[src/rtl/cic3_decimator.sv]
// cic3_decimator: sinc3 decimator turning a 1-bit modulator stream into unsigned OUT_W-bit words.
module cic3_decimator #(
    parameter int DEC   = 512,
    parameter int ACC_W = 28,
    parameter int OUT_W = 27
) (
    input  logic             clk,
    input  logic             rst,
    input  logic             mod_in,
    input  logic             mod_valid,
    output logic [OUT_W-1:0] data_out,
    output logic             load
);
    localparam int CW = $clog2(DEC);
    localparam logic [CW-1:0] LAST = CW'(DEC - 1);

    typedef enum logic [2:0] {IDLE, SNAP, COMB1, COMB2, COMB3} state_t;

    state_t           state;
    logic [CW-1:0]    cnt;
    logic             tick;
    logic [ACC_W-1:0] i1, i2, i3;
    logic [ACC_W-1:0] s, s_d, c1, c1_d, c2, c2_d;
    logic [ACC_W-1:0] c3;
    logic             sat;

    assign c3  = c2 - c2_d;
    // Only the all-ones input reaches DEC^3, which needs one bit more than the output.
    assign sat = |c3[ACC_W-1:OUT_W];

    always_ff @(posedge clk) begin
        if (rst) begin
            state    <= IDLE;
            cnt      <= '0;
            tick     <= 1'b0;
            i1       <= '0;
            i2       <= '0;
            i3       <= '0;
            s        <= '0;
            s_d      <= '0;
            c1       <= '0;
            c1_d     <= '0;
            c2       <= '0;
            c2_d     <= '0;
            data_out <= '0;
            load     <= 1'b0;
        end else begin
            tick <= mod_valid && cnt == LAST;
            load <= 1'b0;
            if (mod_valid) begin
                i1  <= i1 + {{(ACC_W-1){1'b0}}, mod_in};
                i2  <= i2 + i1;
                i3  <= i3 + i2;
                cnt <= cnt + 1'b1;
            end
            case (state)
                IDLE:  state <= tick ? SNAP : IDLE;
                SNAP: begin
                    s     <= i3;
                    state <= COMB1;
                end
                COMB1: begin
                    c1    <= s - s_d;
                    s_d   <= s;
                    state <= COMB2;
                end
                COMB2: begin
                    c2    <= c1 - c1_d;
                    c1_d  <= c1;
                    state <= COMB3;
                end
                COMB3: begin
                    c2_d     <= c2;
                    data_out <= sat ? '1 : c3[OUT_W-1:0];
                    load     <= 1'b1;
                    state    <= IDLE;
                end
                default: state <= IDLE;
            endcase
        end
    end
endmodule

[config.mk]
export PLATFORM = sky130hd
export DESIGN_NAME = cic3_decimator
export DESIGN_NICKNAME = d
export VERILOG_FILES = /design/src/rtl/cic3_decimator.sv
export SDC_FILE = /design/constraint.sdc
export NUM_CORES = 1
export LEC_CHECK = 0
export ABC_AREA = 0
export BUFFER_PORTS_ARGS = -buffer_cell sky130_fd_sc_hd__clkbuf_2
export CORE_UTILIZATION = 65
export CTS_CLUSTER_DIAMETER = 30
export DETAILED_ROUTE_END_ITERATION = 8
export PLACE_DENSITY = 0.92
export SLEW_MARGIN = 30
export SYNTH_ARGS = -nofsm -noshare
export SYNTH_HDL_FRONTEND = slang
export SYNTH_SLANG_ARGS = --single-unit
[constraint.sdc]
create_clock -name clk -period 4.7 [get_ports clk]
set_input_delay 0 -clock clk [delete_from_list [all_inputs] [get_ports clk]]
set_output_delay 0 -clock clk [all_outputs]
set_load 0.005 [all_outputs]
==> results by group, run 1 <==
Synthesis
  • Ys async rst share: 0
  • Post-synth top area share: 0.345
  • Post-Syn Area: 0.0170 sq mm
  • Largest cells by area after synthesis: dfxtp_1 34%, ha_1 10%, nand2_1 8.3%
  • Post-synth EDFFs: 0
  • Largest area contributor in the netlist: dfxtp_1
  • Register bit total from synthesis: 293
  • Ys Warns: 0
  • Top cells by instance count after synthesis: 376 x nand2_1, 293 x dfxtp_1, 280 x a21oi_1, 162 x nor2_1, 139 x ha_1
  • Synth cell types: 74
  • Syn Area/Cell: 7.86 sq um
  • Cells after Synth: 2163
  • Syn_nets: 2311
  • Most used DFF post-synth: dfxtp_1
  • Most common cell in the synthesized netlist: nand2_1
  • Sequential fraction of the synthesis area: 0.345

Drt
  • Initial DRC count: 1161
  • Final wirelength: 39900 microns
  • Vias per inst: 6.06
  • Post-DR wirelength/cell: 15.7 microns
  • Total number of vias: 15400
  • DRC violations left: 0
  • Antenna Nets Post-Route: 0
  • Drt pass-1 iters: 7

Worst setup path
  • Crit Path Class: reg -> reg
  • R2R Path End: i3[20]
  • Startpoint types: register
  • Req. time, crit path: 5.20 ns
  • R2R Setup Slk: 1.40 ns
  • Worst Reg2Reg Path Length in Cells: 11
  • CP Cell Sequence: ha_1 -> fa_1 -> a21o_1 -> a21oi_1 -> o21ai_1 -> and3_4 -> or2_4 -> a311o_1 -> a21o_1 -> a2111oi_2 -> a221o_1
  • Most frequent CP cell: a21o_1
  • CP Capture Type: register
  • Crit-path slowest cell: fa_1
  • Critical path peak fanout: 4
  • Crit path DAT: 3.79 ns
  • Reg2reg start: i2[0]
  • CP peak stage delay: 0.42 ns

Timing
  • Fin Setup TNS: 0 ns
  • Final setup violation count: 0
  • Clock Skew: 0.0156 ns
  • Final Max Slew Viols: 0
  • RSZ-0062 raised after global routing: no
  • Final Cycle Share: 0.702
  • Worst slew margin: 0.403
  • Fmax: 303 MHz
  • Endpoints failing hold: 0
  • Post-route setup slack: 1.40 ns
  • Final min period: 3.30 ns
  • Worst slew pin tran: 0.895 ns

Global routing
  • Largest net degree at the start of global routing: 175
  • Global-route wire length before repair: 67300 microns
  • Initial antenna violation count: 0
  • GRT Total Usage: 0.299
  • Vias in the first global route: 15000
  • Grt total ovfl: 0

Worst hold path
  • Hold EP: c2[13]
  • Worst hold start: rst
  • Hold depth: 2
  • Worst Hold Class: in -> reg

Clock network
  • Post-CTS sizing: 0
  • Num CTS Buffers: 56
  • CTS H-Tree Depth: 2
  • CTS Sinks: 293
  • Clk slew on worst S/H paths: 0.05 ns
  • Clk_lat worst skew: 0.56 ns
  • Postcts setup bufs: 0
  • Clock buffer depth: 3
  • CTS tree: built
  • Root Buffer: clkbuf_16

Placed design
  • Gpl congestion: 0.941
  • Hpwl dp: 26100 microns
  • Port buffer count: 31
  • Setup WS pre-CTS: 1.44 ns

Floorplanning
  • Die width: 164 microns
  • Core Area: 0.0254 sq mm
  • I/O pin count: 32
  • Die ar.: 0.0268 sq mm
  • Row count: 58
  • Initial core utilization: 0.669
  • Die height: 164 microns

Power
  • Pwr dens: 342 mW/mm^2
  • Pwr Total: 6.59 mW
  • VDD IR-drop max: 321 uV
  • P_leak: 8.10 nW

Status
  • Outcome: finished clean

Layout
  • Area growth from synthesis to layout: 13.3%
  • Diode count: 0
  • Share of layout cells above drive strength 1: 0.0764
  • Nets: 2315

Flow run
  • Max_cap viols: 0
-- per-stage QoR --
step                std cells   util  hold slack, ns  instance area [sq um]
global placement         2438  0.682           0.384                  17300
global route             2542  0.758          0.0474                  19300
floorplan                2163      -           0.261                  17000
CTS                      2542  0.758         0.00493                  19300
finish                   2542  0.758          0.0227                  19300
detailed placement       2438  0.682           0.382                  17300
-- cell families after synthesis --
| family | after synthesis | share of synthesized area |
|---|---|---|
| and+or+nand+nor | 740 | 0.191 |
| AOI/OAI and AO/OA | 616 | 0.221 |
| DFF | 293 | 0.345 |
| buffers and inverters | 199 | 0.0441 |
| adders and majority gates | 144 | 0.108 |
| xor gates and xnor gates | 133 | 0.0685 |
| muxes | 38 | 0.0224 |
-- placed cells by master, fill, tap and decap left out, types with 20 or more instances in the layout --
cell / instances
xnor2_1: 65
nor2_1: 162
o21a_1: 20
nand2_1: 374
nor3_1: 21
dfxtp_1: 293
nand3_1: 47
and3_1: 33
inv_1: 104
mux2i_1: 36
a21o_1: 67
a21oi_1: 280
xor2_1: 68
a211oi_1: 24
ha_1: 139
clkbuf_2: 29
clkbuf_16: 57
o21ai_0: 101
-- area by class of cell --
type / instances / area [sq um]
multi-input cells: 1671 / 10400
fillers: 1703 / 6140
flip-flops and latches: 293 / 5870
clock buffers: 68 / 1540
well taps: 330 / 413
inverters: 105 / 394
clock inverters: 35 / 384
repair buffers: 40 / 246
-- registers in the layout, summed over array words and instances, names as in the netlist --
name,count
c2,28
tick,1
c2_d,28
load,1
s_d,28
cnt,9
i2,28
state,3
data_out,27
c1_d,28
i3,28
s,28
i1,28
c1,28
-- per-layer routing --
metal  global-route usage  share of wire  vias to the layer above
met5                    0              0                        -
li1                     -              -                     7591
met3               0.0449          0.050                      165
met2                0.558           0.50                      530
met1                0.327           0.40                     7116
met4                0.148          0.044                        0
-- power by group --
part	internal, mW	switching (mW)	total (mW)	leakage (nW)
clock	2.58	1.39	3.97	0.926
combinational	0.0317	0.0811	0.113	4.81
sequential	2.50	0.00945	2.51	2.36
total	5.11	1.48	6.59	8.10
-- what timing repair did --
action / 4_1_cts / 5_1_grt
hold endpoints to repair: 1 / 0
setup endpoints to repair: 0 / 0
hold buffers: 1 / 0
-- critical path: cells and delay by family (launching register included) --
| kind | cells | cell delay (ns) |
|---|---|---|
| and+or+nand+nor | 2 | 0.50 |
| DFF | 1 | 0.33 |
| adders and majority gates | 2 | 0.66 |
| AOI/OAI and AO/OA | 7 | 1.75 |
-- how the worst max path moves through the flow --
stage	start	end	cells after the start
after CTS	i2[0]	i3[20]	11
after global routing	i1[1]	i2[27]	10
after floorplan	i2[0]	i3[20]	11
final	i2[0]	i3[20]	11
after global placement	c2_d[20]	data_out[1]	10
after detailed placement	i2[1]	i2[27]	10
(Power assumes the default switching activity.)
==> run 2: changes to the inputs <==
- CORE_UTILIZATION: 65 -> 64
- PLACE_DENSITY: 0.92 -> 0.91
- clock period: 4.7 -> 3.4 ns (I/O delays scaled with it)
==> results by group, run 2 (synthesis gave the netlist of run 1 again) <==
Status
  • Outcome: finished clean

Timing
  • Fmax: 308 MHz (+1.7%)
  • Fin Setup TNS: 0 ns (unchanged)
  • Final setup violation count: 0 (unchanged)
  • Final min period: 3.24 ns (-0.0561 ns)
  • Worst slew pin tran: 0.847 ns (-0.0487 ns)
  • Final Max Slew Viols: 0 (unchanged)
  • Worst slew margin: 0.436 (+0.0325)
  • Clock Skew: 0.0152 ns (-0.000345 ns)
  • RSZ-0062 raised after global routing: no
  • Endpoints failing hold: 0 (unchanged)
  • Final Hold Slack: 0.0649 ns (+0.0422 ns)
  • Final Cycle Share: 0.954 (+0.252)

Worst setup path
  • Startpoint types: register
  • Critical path peak fanout: 4 (unchanged)
  • R2R Path End: c2[22]
  • Most frequent CP cell: a21oi_1
  • CP Cell Sequence: inv_1 -> ha_1 -> fa_1 -> nand2b_1 -> a21oi_1 -> o41ai_2 -> a21oi_1 -> a211oi_1 -> o21bai_1 -> a21oi_1 -> or3b_2 -> nand3_1
  • Req. time, crit path: 3.88 ns (-1.32 ns)
  • Crit path DAT: 3.72 ns (-0.07 ns)
  • R2R Setup Slk: 0.16 ns (-1.24 ns)
  • CP peak stage delay: 0.48 ns (+0.06 ns)
  • WP buf/inv: 1 (+1)
  • Crit-path slowest cell: or3b_2
  • Reg2reg start: c1[0]
  • CP Capture Type: register
  • Worst Reg2Reg Path Length in Cells: 12 (+1)
  • CP top delay family: compound AO/OA/AOI/OAI gates
  • Crit Path Class: reg -> reg

Drt
  • Post-DR wirelength/cell: 16.2 microns (+3.1%)
  • DRC violations left: 0 (unchanged)
  • Vias per inst: 6.09 (+0.52%)
  • Antenna Nets Post-Route: 0 (unchanged)
  • Total number of vias: 15600 (+1.5%)
  • Final wirelength: 41500 microns (+4.0%)
  • Initial DRC count: 1321 (+14%)
  • Drt pass-1 iters: 7 (unchanged)

Floorplanning
  • Initial core utilization: 0.653 (-0.0169)
  • Row count: 59 (+1.7%)
  • Die height: 165 microns (+0.77%)
  • Core Area: 0.0261 sq mm (+2.6%)
  • Die width: 165 microns (+0.77%)
  • Die ar.: 0.0272 sq mm (+1.5%)
  • I/O pin count: 32 (unchanged)

Global routing
  • Initial antenna violation count: 0 (unchanged)
  • GRT Total Usage: 0.311 (+0.0119)
  • Vias in the first global route: 15600 (+4.2%)
  • Global-route wire length before repair: 70100 microns (+4.3%)
  • Largest net degree at the start of global routing: 173 (-1.1%)
  • Grt total ovfl: 0 (unchanged)

Clock network
  • Clk_lat worst skew: 0.55 ns (about the same)
  • Clock buffer depth: 3 (unchanged)
  • CTS H-Tree Depth: 3 (+1)
  • CTS Sinks: 293 (unchanged)
  • Clk slew on worst S/H paths: 0.05 ns (about the same)
  • CTS tree: built
  • Postcts setup bufs: 0 (unchanged)
  • Root Buffer: clkbuf_16
  • Num CTS Buffers: 67 (+20%)

Worst hold path
  • Worst Hold Class: in -> reg
  • Hold EP: load
  • Hold depth: 2 (unchanged)
  • Worst hold start: rst

Placed design
  • Gpl congestion: 0.938 (-0.39%)
  • Placed inst area: 0.0173 sq mm (about the same)
  • Hpwl dp: 26000 microns (-0.34%)
  • Port buffer count: 31 (unchanged)

Layout
  • Multi-input gate area: 0.0104 sq mm (about the same)
  • Area growth from synthesis to layout: 16.3%
  • Filler instances: 1693 (-0.59%)
  • Share of layout cells above drive strength 1: 0.0838 (+0.00742)
  • Final core utilization: 0.759 (+0.000835)
  • Fin area: 0.0198 sq mm (+2.7%)
  • Nets: 2330 (+0.65%)
  • Commonest non-fill, non-tap cell in the layout: nand2_1
  • Diode count: 0 (unchanged)
  • Area of all sequential standard cells: 0.00587 sq mm (unchanged)
  • Most frequent cells in the layout: 374 x nand2_1, 293 x dfxtp_1, 279 x a21oi_1, 162 x nor2_1, 139 x ha_1

Flow run
  • Max_cap viols: 0 (unchanged)

Power
  • P_leak: 8.37 nW (+3.4%)
  • VDD IR-drop max: 589 uV (+84%)
  • Pwr dens: 528 mW/mm^2 (+54%)
-- run 2: repair_timing --
| action | in CTS | in global routing |
|---|---|---|
| hold buffers | 2 | 0 |
| hold endpoints to repair | 2 | 0 |
| resized for setup | 0 | 2 |
| endpoints found under the setup margin | 0 | 3 |
-- run 2: power breakdown --
part           switching [mW]  internal [mW]
registers              0.0133           3.46
logic                   0.115         0.0455
clock network            1.99           4.82
-- run 2: how the worst max path moves through the flow --
| stage | from | end | slack, ns | cells after the start |
|---|---|---|---|---|
| 3_5_place_dp | i2[0] | i3[20] | 0.19 | 11 |
| 5_1_grt | i2[1] | i2[27] | 0.05 | 11 |
| 4_1_cts | c1[0] | c2[26] | 0.12 | 12 |
| 3_3_place_gp | i2[0] | i3[20] | 0.30 | 11 |
| 2_1_floorplan | i2[0] | i3[20] | 0.45 | 11 |
| 6_report | c1[0] | c2[22] | 0.16 | 12 |
-- run 2: layout make-up --
cell class                      count  share of cell area
Tap cell                          335              0.0212
Multi-Input combinational cell   1671               0.527
Sequential cell                   293               0.297
Clock buffer                       85              0.0954
Clock inverter                     33              0.0263
Timing Repair Buffer               44              0.0141
Inverter                          105              0.0199
-- run 2: worst register-to-register path, cell delays in order (launching register included) --
cell and delay (ns):
dfxtp_1 0.34, inv_1 0.06, ha_1 0.22, fa_1 0.39
nand2b_1 0.20, a21oi_1 0.33, o41ai_2 0.15, a21oi_1 0.36
a211oi_1 0.20, o21bai_1 0.21, a21oi_1 0.13, or3b_2 0.48
nand3_1 0.10
-- run 2: per-layer routing --
| metal | vias to the layer above | GRT usage | part of all wire |
|---|---|---|---|
| met5 | - | 0 | 0 |
| met2 | 538 | 0.584 | 0.51 |
| met1 | 7325 | 0.330 | 0.40 |
| li1 | 7602 | - | - |
| met3 | 164 | 0.0467 | 0.042 |
| met4 | 0 | 0.171 | 0.044 |
-- run 2: stage by stage --
stage	setup slack [ns]	power (mW)	std cells
6_report	0.158	10.4	2566
5_1_grt	0.0507	10.7	2566
4_1_cts	0.123	10.5	2566
3_5_place_dp	0.195	3.69	2446
3_3_place_gp	0.303	3.68	2446
2_1_floorplan	0.454	3.65	2163
==> run 3: changes to the inputs <==
- CORE_UTILIZATION: 64 -> 50
- GPL_ROUTABILITY_DRIVEN: default -> 0
- PLACE_DENSITY: 0.91 -> 0.76
==> results by group, run 3 (synthesis gave the netlist of run 1 again) <==
Status
  • Outcome: finished clean

Layout
  • Area of all sequential standard cells: 0.00587 sq mm (unchanged)
  • Post-Layout Cell Count: 2671 (+4.1%)
  • Share of layout cells above drive strength 1: 0.0783 (-0.00551)
  • Nets: 2323 (-0.30%)
  • Filler instances: 2989 (+77%)
  • Most frequent cells in the layout: 374 x nand2_1, 293 x dfxtp_1, 280 x a21oi_1, 162 x nor2_1, 139 x ha_1
  • Multi-input gate area: 0.0104 sq mm (about the same)
  • Area growth from synthesis to layout: 14.7%
  • Commonest non-fill, non-tap cell in the layout: nand2_1

Worst setup path
  • Crit-path slowest cell: or4b_2
  • Req. time, crit path: 3.87 ns (about the same)
  • R2R Path End: i2[26]
  • CP peak stage delay: 0.64 ns (+0.16 ns)
  • Startpoint types: register
  • R2R Setup Slk: 0.24 ns (+0.08 ns)
  • Crit Path Class: reg -> reg
  • Crit path DAT: 3.62 ns (-0.10 ns)
  • CP Capture Type: register
  • Critical path peak fanout: 3 (-1)
  • Worst Reg2Reg Path Length in Cells: 11 (-1)
  • Reg2reg start: i1[0]
  • CP Cell Sequence: ha_1 -> fa_1 -> a21o_1 -> a21oi_1 -> nor4_1 -> nor2_1 -> o21bai_1 -> o21ai_2 -> a22oi_1 -> or4b_2 -> o311ai_0

Power
  • Pwr dens: 475 mW/mm^2 (-10%)
  • Switching pwr: 2.02 mW (-4.8%)
  • VDD IR-drop max: 569 uV (-3.4%)
  • Sw Share: 0.218 (+0.0152)
  • Combinational fraction of design power: 0.017 (+0.002)
  • Clock power share: 0.608 (-0.044)
  • P_leak: 8.15 nW (-2.7%)
  • Sequential power share: 0.375 (+0.043)
  • P_int: 7.23 mW (-13%)

Global routing
  • Vias in the first global route: 14000 (-11%)
  • Largest net degree at the start of global routing: 78 (-55%)
  • Initial antenna violation count: 0 (unchanged)
  • Grt total ovfl: 0 (unchanged)
  • GRT Total Usage: 0.211 (-0.0995)
  • Global-route wire length before repair: 63700 microns (-9.1%)

Worst hold path
  • Worst Hold Class: in -> reg
  • Hold EP: i1[4]
  • Worst hold start: mod_valid
  • Hold depth: 5 (+3)

Timing
  • RSZ-0062 raised after global routing: no
  • Fin Setup TNS: 0 ns (unchanged)
  • Worst slew margin: 0.364 (-0.0714)
  • Final Max Slew Viols: 0 (unchanged)
  • Final min period: 3.16 ns (-0.0843 ns)
  • Worst slew pin tran: 0.954 ns (+0.107 ns)
  • Fmax: 317 MHz (+2.7%)
  • Final Cycle Share: 0.929 (-0.0248)
  • Endpoints failing hold: 0 (unchanged)
  • Final setup violation count: 0 (unchanged)
  • Clock Skew: 0.0127 ns (-0.00255 ns)

Drt
  • Vias per inst: 5.53 (-9.2%)
  • Final wirelength: 37000 microns (-11%)
  • Antenna Nets Post-Route: 0 (unchanged)
  • Post-DR wirelength/cell: 13.9 microns (-14%)
  • DRC violations left: 0 (unchanged)
  • Initial DRC count: 754 (-43%)
  • Total number of vias: 14800 (-5.5%)
  • Drt pass-1 iters: 5 (-2)

Placed design
  • Hpwl dp: 25900 microns (-0.41%)
  • Placed cells: 2563 (+4.8%)
  • Port buffer count: 31 (unchanged)

Clock network
  • CTS Sinks: 293 (unchanged)
  • Postcts setup bufs: 0 (unchanged)
  • CTS tree: built
  • Clk slew on worst S/H paths: 0.05 ns (about the same)
  • Clk_lat worst skew: 0.58 ns (+0.03 ns)
  • Num CTS Buffers: 56 (-16%)
  • Clock buffer depth: 3 (unchanged)
  • Root Buffer: clkbuf_16
  • CTS H-Tree Depth: 2 (-1)

Floorplanning
  • Core Area: 0.0335 sq mm (+29%)
  • Row count: 67 (+14%)
  • Initial core utilization: 0.507 (-0.145)
  • Die ar.: 0.0347 sq mm (+28%)
  • Die height: 186 microns (+13%)
  • I/O pin count: 32 (unchanged)
  • Die width: 186 microns (+13%)

Flow run
  • Max_cap viols: 0 (unchanged)
run 3: layout make-up:
cell class | count | area share
multi-input cells | 1671 | 0.534
flip-flops and latches | 293 | 0.301
clock buffers | 75 | 0.0807
well taps | 448 | 0.0288
inverters | 105 | 0.0202
clock inverters | 30 | 0.0201
repair buffers | 48 | 0.0152
diodes | 1 | 0.000128
run 3: worst max-delay path by stage:
stage,startpoint,end,slack [ns],depth (start not counted)
4_1_cts,i1[0],i2[26],0.21,11
3_3_place_gp,i1[0],i2[26],0.36,11
6_report,i1[0],i2[26],0.24,11
5_1_grt,c1[0],c2[22],0.03,12
2_1_floorplan,i2[0],i3[20],0.45,11
3_5_place_dp,i1[0],i2[26],0.27,11
run 3: per-layer routing:
metal,track usage,part of all wire,vias to the layer above
li1,-,-,7619
met1,0.258,0.46,6818
met2,0.371,0.48,257
met3,0.0325,0.035,74
met4,0.0852,0.027,0
met5,0,0,-
run 3: worst max-delay path, delay by kind of cell (launching register included):
kind                       cells  cell delay, ns
AOI/OAI and AO/OA              6            1.10
and+or+nand+nor                3            0.93
adders and majority gates      2            0.67
DFF                            1            0.33
run 3: stage by stage:
step / cell area (sq um) / hold slack (ns) / utilization / setup WS (ns) / power (mW)
after global placement: 17500 / 0.385 / 0.522 / 0.356 / 3.68
after global routing: 19500 / 0.120 / 0.581 / 0.0261 / 9.53
after detailed placement: 17500 / 0.387 / 0.522 / 0.274 / 3.69
after CTS: 19500 / 0.0167 / 0.581 / 0.207 / 9.34
after floorplan: 17000 / 0.261 / - / 0.454 / 3.65
final: 19500 / 0.0515 / 0.581 / 0.242 / 9.25
run 3: what timing repair did:
action	4_1_cts	5_1_grt
setup endpoints to repair	0	1
hold buffers	2	0
resized for setup	0	1
endpoints found under the hold margin	58	0
run 3: power groups by stage:
| stage | combinational [mW] | sequential [mW] | clock, mW |
|---|---|---|---|
| after floorplan | 0.120 | 3.53 | 0 |
| after global placement | 0.151 | 3.53 | 0 |
| after detailed placement | 0.155 | 3.53 | 0 |
| after CTS | 0.158 | 3.47 | 5.71 |
| after global routing | 0.174 | 3.46 | 5.89 |
| final | 0.158 | 3.47 | 5.63 |
